$ cat config.mk
export PLATFORM = sky130hd
export DESIGN_NAME = slink_crc16_stream
export DESIGN_NICKNAME = d
export VERILOG_FILES = /design/src/rtl/slink_crc16_pkg.sv /design/src/rtl/slink_crc16_byte_step.sv /design/src/rtl/slink_crc16_stream.sv
export SDC_FILE = /design/constraint.sdc
export NUM_CORES = 1
export LEC_CHECK = 0
export BUFFER_PORTS_ARGS = -buffer_cell sky130_fd_sc_hd__buf_4
export CORE_ASPECT_RATIO = 0.9
export CORE_MARGIN = 2
export CORE_UTILIZATION = 35
export DETAILED_ROUTE_END_ITERATION = 6
export GPL_ROUTABILITY_DRIVEN = 1
export RECOVER_POWER = 100
export SETUP_SLACK_MARGIN = 0.1
export SLEW_MARGIN = 20
export SYNTH_ARGS = -nofsm -noshare
export SYNTH_HDL_FRONTEND = slang
export SYNTH_SLANG_ARGS = --single-unit
$ cat constraint.sdc
create_clock -name clk -period 11.4 [get_ports clk]
set_clock_uncertainty 0.05 [all_clocks]
set_input_delay 0.57 -clock clk [delete_from_list [all_inputs] [get_ports clk]]
set_output_delay 0.57 -clock clk [all_outputs]
set_load 0.02 [all_outputs]
$ cat src/rtl/slink_crc16_pkg.sv
// Shared constants and state encoding for the S-Link CRC-16/MCRF4XX stream engine.
package slink_crc16_pkg;

  localparam logic [15:0] CRC16_POLY_REFL = 16'h8408;
  localparam logic [15:0] CRC16_INIT      = 16'hFFFF;
  localparam logic [15:0] CRC16_RESIDUE   = 16'h0000;

  typedef enum logic [1:0] {
    IDLE,
    ACTIVE,
    RESULT
  } crcState_e;

endpackage

$ cat src/rtl/slink_crc16_byte_step.sv
// One byte of the reflected CRC-16 (poly 0x8408) update, LSB of the byte first.
module slink_crc16_byte_step
  import slink_crc16_pkg::*;
(
  input  logic [15:0] crc_i,
  input  logic [7:0]  data_i,
  output logic [15:0] crc_o
);

  logic [15:0] work;

  // Fold the byte into the low half, then shift out eight bits through the reflected polynomial.
  always_comb begin
    work = crc_i ^ {8'h00, data_i};
    for (int b = 0; b < 8; b++) begin
      work = work[0] ? ((work >> 1) ^ CRC16_POLY_REFL) : (work >> 1);
    end
    crc_o = work;
  end

endmodule

$ cat src/rtl/slink_crc16_stream.sv
// Streaming CRC-16/MCRF4XX engine: NUM_BYTES per beat, sop/eop framing, held result handshake.
module slink_crc16_stream
  import slink_crc16_pkg::*;
#(
  parameter int          NUM_BYTES = 4,
  parameter logic [15:0] CRC_INIT  = CRC16_INIT,
  parameter int          NB_W      = $clog2(NUM_BYTES + 1)
) (
  input  logic                   clk,
  input  logic                   reset_n,
  input  logic                   in_valid,
  output logic                   in_ready,
  input  logic [8*NUM_BYTES-1:0] in_data,
  input  logic                   in_sop,
  input  logic                   in_eop,
  input  logic [NB_W-1:0]        in_nbytes,
  input  logic                   check_mode,
  output logic                   out_valid,
  input  logic                   out_ready,
  output logic [15:0]            out_crc,
  output logic                   out_ok,
  output logic                   err_framing
);

  localparam int IDX_W = (NUM_BYTES > 1) ? $clog2(NUM_BYTES) : 1;

  crcState_e   state_q;
  logic [15:0] crc_q;
  logic        checkMode_q;
  logic        outValid_q;
  logic [15:0] outCrc_q;
  logic        outOk_q;
  logic        errFraming_q;

  logic [15:0] seed;
  logic [15:0] stepOut [NUM_BYTES];
  logic [IDX_W-1:0] tapIdx;
  logic [15:0] crcRaw;
  logic [15:0] crc_d;
  logic        xfer;
  logic        residueOk;

  assign in_ready = (state_q != RESULT) || out_ready;
  assign xfer     = in_valid && in_ready;

  // A sop beat always restarts from the seed, whatever state we are in.
  assign seed = in_sop ? CRC_INIT : crc_q;

  for (genvar k = 0; k < NUM_BYTES; k++) begin : g_step
    logic [15:0] stepIn;
    if (k == 0) begin : g_first
      assign stepIn = seed;
    end else begin : g_next
      assign stepIn = stepOut[k-1];
    end
    slink_crc16_byte_step u_step (
      .crc_i  (stepIn),
      .data_i (in_data[8*k +: 8]),
      .crc_o  (stepOut[k])
    );
  end

  // Pick the chain tap after the last valid byte; 0 or an oversize count means a full beat.
  always_comb begin
    tapIdx = IDX_W'(NUM_BYTES - 1);
    if (in_eop && (in_nbytes != '0) && (int'(in_nbytes) < NUM_BYTES)) begin
      tapIdx = IDX_W'(int'(in_nbytes) - 1);
    end
  end

  assign crcRaw = stepOut[tapIdx];

`ifndef SYNTHESIS
  // Keep unknown data bits from poisoning the CRC register in simulation.
  always_comb begin
    crc_d = '0;
    for (int i = 0; i < 16; i++) begin
      crc_d[i] = (crcRaw[i] === 1'b1);
    end
  end
`else
  assign crc_d = crcRaw;
`endif

  assign residueOk = (crc_d == CRC16_RESIDUE);

  // Packet FSM: tracks framing, owns the running CRC and the registered result/error outputs.
  always_ff @(posedge clk or negedge reset_n) begin
    if (!reset_n) begin
      state_q      <= IDLE;
      crc_q        <= CRC_INIT;
      checkMode_q  <= 1'b0;
      outValid_q   <= 1'b0;
      outCrc_q     <= 16'h0000;
      outOk_q      <= 1'b0;
      errFraming_q <= 1'b0;
    end else begin
      errFraming_q <= 1'b0;
      if ((state_q == RESULT) && out_ready) begin
        outValid_q <= 1'b0;
        state_q    <= IDLE;
      end
      if (xfer) begin
        if (in_sop) begin
          crc_q        <= crc_d;
          checkMode_q  <= check_mode;
          errFraming_q <= (state_q == ACTIVE);
          if (in_eop) begin
            state_q    <= RESULT;
            outValid_q <= 1'b1;
            outCrc_q   <= crc_d;
            outOk_q    <= !check_mode || residueOk;
          end else begin
            state_q <= ACTIVE;
          end
        end else if (state_q == ACTIVE) begin
          crc_q <= crc_d;
          if (in_eop) begin
            state_q    <= RESULT;
            outValid_q <= 1'b1;
            outCrc_q   <= crc_d;
            outOk_q    <= !checkMode_q || residueOk;
          end
        end else begin
          errFraming_q <= 1'b1;
        end
      end
    end
  end

  assign out_valid   = outValid_q;
  assign out_crc     = outCrc_q;
  assign out_ok      = outOk_q;
  assign err_framing = errFraming_q;

endmodule

# After elaboration in Yosys (flattened, before gate mapping)
# Index checks and enable logic that the tools add are counted.
# totals
inputBits	42
regBits	38
output_inout_bits	20
word_cells	125
# op_classes
n_reduce_logical	15
eq_ne	3
n_lt_le_gt_ge	2
addsub	1
bitwise	37
mux	60
# op_table
operator	n
2-to-1 mux 16 bit	40
inverter 2 -> 3 bit	33
XOR 16 x 8 -> 16 bit	4
binary-select mux 16 bit (select 2 bit)	1
logical NOT 16 bit	1
2-to-1 mux 2 bit	7
2-to-1 mux 1 bit	12
logical AND 1 bit	4
AND reduction 2 bit	2
greater-or-equal comparator 3 bit, second input constant	1
logical OR 1 bit	3
less-than comparator 3 bit, second input constant	1
AND reduction 3 bit	1
nonzero test 3 bit	1
== test 2 x 1 -> 1 bit, second input constant	1
== test 2 bit, second input constant	1
logical NOT 1 bit	2
!= test 2 bit, second input constant	1
nonzero test 2 bit	1
subtractor 2 x 1 -> 2 bit, second input constant	1

# Depth between registers and ports, before layout
# logic_depth
word_depth	77
depth_mapped	13
ltp_nobuf	11

# By module
# A second synthesis with hierarchy kept.
# unflattened
hier_cells	307
hier_area_um2	3832.4
# modules_own_cells
mod	area_per_inst_um2	seq_area_each_um2	n_inst	cells_per_inst
slink_crc16_stream	2250.9	970.9	1	207
slink_crc16_byte_step	395.4	0.0	4	25

# Least setup slack after synthesis
# Ideal clock, no wire load.
# synth_timing
kind	in2reg
start	input port in_data[2]
end	register outOk_q, in the netlist out_ok
required_time_ns	11.258
path_buffers	1
t_arrival_ns	3.868
stages	10
setup_ns	0.092
slack_ns	7.390
cell_sequence	buf_2 xor2_1 xnor3_1 xnor2_2 xnor3_1 xnor2_1 a221o_1 or4_1 or4_1 o31ai_2
# synth_via
elab_chain_len	48
elab_cells_between_ends	67
# synth_lines
item	line_no	rtl
from (decl)	slink_crc16_stream.sv:13	input logic [8*NUM_BYTES-1:0] in_data,
XOR 16 x 8 -> 16 bit (*)	slink_crc16_byte_step.sv:14	work = crc_i ^ {8'h00, data_i};
2-to-1 mux 16 bit (*) (7 in series)	slink_crc16_byte_step.sv:16	work = work[0] ? ((work >> 1) ^ CRC16_POLY_REFL) : (work >> 1);
inverter 2 -> 3 bit (no line)	n/a	
2-to-1 mux 16 bit (*)	slink_crc16_byte_step.sv:16	
XOR 16 x 8 -> 16 bit	slink_crc16_byte_step.sv:14	
2-to-1 mux 16 bit (6 in series)	slink_crc16_byte_step.sv:16	
inverter 2 -> 3 bit (no line)	n/a	
2-to-1 mux 16 bit (2 in series)	slink_crc16_byte_step.sv:16	
[18 not listed]	n/a	
2-to-1 mux 16 bit (2 in series)	slink_crc16_byte_step.sv:16	
binary-select mux 16 bit (select 2 bit) (*)	slink_crc16_stream.sv:71	assign crcRaw = stepOut[tapIdx];
2-to-1 mux 16 bit (implied by the code) (*) (2 in series)	slink_crc16_stream.sv:71	
logical NOT 16 bit (*)	slink_crc16_stream.sv:85	assign residueOk = (crc_d == CRC16_RESIDUE);
logical OR 1 bit	slink_crc16_stream.sv:122	outOk_q <= !checkMode_q || residueOk;
2-to-1 mux 1 bit	slink_crc16_stream.sv:118	if (in_eop) begin
2-to-1 mux 1 bit	slink_crc16_stream.sv:116	end else if (state_q == ACTIVE) begin
2-to-1 mux 1 bit (*)	slink_crc16_stream.sv:104	if (in_sop) begin
to (signal assigned)	slink_crc16_stream.sv:112	outOk_q <= !check_mode || residueOk;
to (signal assigned)	slink_crc16_stream.sv:122	
to (decl)	slink_crc16_stream.sv:32	logic outOk_q;
# Every way passes the cells marked *; elsewhere a longest branch is shown, timed or not. The select of a mux whose other input is x is not followed.
# A chain may end at the register's enable or synchronous reset.

# Final worst setup path
# layout_timing
start	input port in_sop
end	register outOk_q, in the netlist out_ok
# layout_via
elab_chain_len	49
elab_cells_between_ends	81
# layout_lines
item	line_no	rtl
from (decl)	slink_crc16_stream.sv:14	input logic in_sop,
2-to-1 mux 16 bit	slink_crc16_stream.sv:47	assign seed = in_sop ? CRC_INIT : crc_q;
XOR 16 x 8 -> 16 bit	slink_crc16_byte_step.sv:14	
2-to-1 mux 16 bit or inverter 2 -> 3 bit (tied branches) (5 in series)	n/a	
inverter 2 -> 3 bit (no line) or 2-to-1 mux 16 bit (tied branches)	n/a	
2-to-1 mux 16 bit or inverter 2 -> 3 bit (tied branches) (2 in series)	n/a	
2-to-1 mux 16 bit, or another cell as far along	slink_crc16_byte_step.sv:16	
XOR 16 x 8 -> 16 bit, or another cell as far along	slink_crc16_byte_step.sv:14	
2-to-1 mux 16 bit, or another cell as far along	slink_crc16_byte_step.sv:16	
[27 not listed]	n/a	
2-to-1 mux 16 bit	slink_crc16_byte_step.sv:16	
binary-select mux 16 bit (select 2 bit)	slink_crc16_stream.sv:71	
2-to-1 mux 16 bit (implied by the code) (2 in series)	slink_crc16_stream.sv:71	
logical NOT 16 bit	slink_crc16_stream.sv:85	
logical OR 1 bit	slink_crc16_stream.sv:122	
2-to-1 mux 1 bit	slink_crc16_stream.sv:118	
2-to-1 mux 1 bit	slink_crc16_stream.sv:116	
2-to-1 mux 1 bit	slink_crc16_stream.sv:104	
# Parallel ways exist; a longest one is shown, timed or not. The select of a mux whose other input is x is not followed.

==> impl_results.md <==
* Slowest cell delay on critical path at 0.94 ns
* Fin nets at 476
* DRT Wirelength at 10,500 um
* Critical Path Start Type: input pin
* Largest net degree at the start of global routing at 39
* WHS Endpoint: out_crc[11]
* Leading post-synthesis cells by cell area: xnor2_1, dfrtp_1, xnor3_1
* Die Span Y at 106 um
* Run status: finished, violations left
* Pre-Repair DR Iteration Count at 4
* Root buffer cell: clkbuf_16
* RSZ-0062 raised after global routing: false
* Final Max Slew Viols at 39
* CTS tree: built
* Fmax at 191 MHz
* Hold buffer count at CTS at 0
* Post-synth ARST share at 1.00
* Data required, critical path at 11.54 ns
* Total CTS buffers at 5
* Crit share post-route at 0.460
* Setup TNS at 0 ns
* Reg area at 971 um^2
* Die Width at 117 um
* R2r startpoint: crc_q[1]
* Drt drc at 0
* Setup CP Type: input pin to flip-flop
* Setup bufs post-CTS at 0
* R2R depth at 11
* H-tree levels at 2
* Worst-margin pin slew at 2.00 ns
* Post-Synthesis Cells at 377
* Avg WL per Cell at 17.8 um
* Antenna viol nets, final at 0
* Failing checks: capacitance limit, slew limit
* Worst Path Buf+Inv at 1
* I/O Buffers at 61
* CP max stage cell: clkbuf_1
* Worst-case clock buffer depth at 2
* WP data arrival at 5.38 ns
* FF+latch count, synth at 38
* Area grow syn2layout at 15.9%
* Vias per Instance at 4.91
* Reg clk slew, reported paths at 0.06 ns
* R2R Setup Slk at 6.69 ns
* Most frequent cells in the layout: xnor2_1, buf_4, nor2_1
* Fill cell count at 1,125
* Hold Crit Depth at 2
* Commonest non-fill, non-tap cell in the layout: xnor2_1
* CORE AREA at 11,300 um^2
* Worst skew pair latency at 0.28 ns
* Predominant post-synthesis flop cell: dfrtp_1
* Die area at 12,500 um^2
* Netlist Area Pre-Place at 4050 um^2
* Final Hold Fails at 0
* Hold Path Class: flip-flop to flip-flop
* Total track usage at 0.170
* Hold path startpoint: out_crc[11]
* Slew HR at -0.331
* Synthesized area per cell at 10.8 um^2
* Vias at 2,893
* Share of layout cells above drive strength 1 at 0.275
* Initial core utilization at 0.357
* Synth top area share at 0.143
* Grt ovf at 0
* Post-synth EDFFs at 0
* Top cell family by delay on the critical path: XOR/XNOR gates
* Largest fanout on the critical path at 28
* Clk sinks at 38
* Synth area leader: xnor2_1
* Row cnt at 37
* Post-DP HPWL at 8490 um
* Count of different cell masters after synthesis at 47
* Multi-input gate area at 2980 um^2
* Final setup viols at 0
* Antenna violations before repair at 0
* Crit path cell chain: clkbuf_1, nor2_1, mux2_1, xnor2_1, xnor2_1, xnor3_1, xor3_1, nor2_1, nor3_1, or4_1, or4_1, o31ai_2
* Initial drt markers at 139
* Synth Warn # at 0
* Fin crit period at 5.24 ns
* Sequential cell area fraction in the yosys report at 0.240
* Diode count at 0
* Vias in the first global route at 2,937
* Resize count post-CTS at 0
* CP endpoint kind: flip-flop
* Placer Congestion at 0.923
* Syn_nets at 421
* Worst reg2reg endpoint: out_ok
* IO Pins at 62
* Max-Cap Viols at 1
* First-pass GRT wire length at 16,400 um
-- tightest hold or removal path: cells and delay by family (launching register included) --
family	cells	cell delay, ns
flip-flops	1	0.34
AO/OA/AOI/OAI	1	0.06
AND/OR/NAND/NOR	1	0.05
-- metrics by stage --
step	instance area (um^2)	instances	setup slack, ns	hold slack (ns)	utilization
6_report	4700	589	6.16	0.432	0.414
5_1_grt	4700	589	5.93	0.470	0.414
4_1_cts	4800	589	7.08	0.215	0.423
3_5_place_dp	4650	581	7.03	0.430	0.410
3_3_place_gp	4650	581	7.10	0.420	0.410
2_1_floorplan	4050	377	7.39	0.224	-
-- logic make-up after synthesis --
group           Yosys count  share of synthesized area
buf+inv                  18                     0.0210
fa+ha+maj                 2                    0.00617
compound gates           56                     0.0840
xor+xnor                140                      0.459
mux                      30                     0.0861
flops                    38                      0.240
simple gates             93                      0.104
-- per-layer routing --
| layer | share of wire | vias up | global-route usage |
|---|---|---|---|
| met2 | 0.47 | 93 | 0.279 |
| met5 | 0 | - | 0 |
| met1 | 0.46 | 1400 | 0.240 |
| met3 | 0.053 | 12 | 0.0247 |
| met4 | 0.014 | 0 | 0.0336 |
| li1 | - | 1388 | - |
-- registers in the layout (all words and copies together), names as in the netlist --
register / flops
checkMode_q: 1
err_framing: 1
out_crc: 16
out_ok: 1
state_q: 2
out_valid: 1
crc_q: 16
-- worst max-delay path by stage --
stage	from	end	slack, ns	depth (start not counted)
6_report	in_sop	out_ok	6.16	12
3_5_place_dp	in_sop	out_ok	7.03	12
4_1_cts	crc_q[1]	out_ok	7.08	11
2_1_floorplan	in_data[2]	out_ok	7.39	10
3_3_place_gp	in_data[3]	out_ok	7.10	11
5_1_grt	in_sop	out_ok	5.93	12
-- layout make-up --
type,instances,area share
Timing Repair Buffer,63,0.0831
Tap cell,156,0.0416
Sequential cell,38,0.207
Clock inverter,2,0.00266
Inverter,3,0.00240
Clock buffer,6,0.0296
Multi-Input combinational cell,321,0.634
-- Yosys cell counts (all sizes together) (3+ instances only) --
cell type / number
or2: 3
clkbuf: 11
a211oi: 5
dfrtp: 22
nor2: 41
inv: 3
and2: 3
a21oi: 21
xor3: 6
o21ai: 14
nand2: 27
nor3: 3
xor2: 31
buf: 4
mux2: 29
xnor2: 81
dfstp: 16
o211ai: 4
xnor3: 22
nor2b: 5
Power is not shown: default switching activity piles up to over one toggle a cycle in this logic, so the estimate is an artifact.
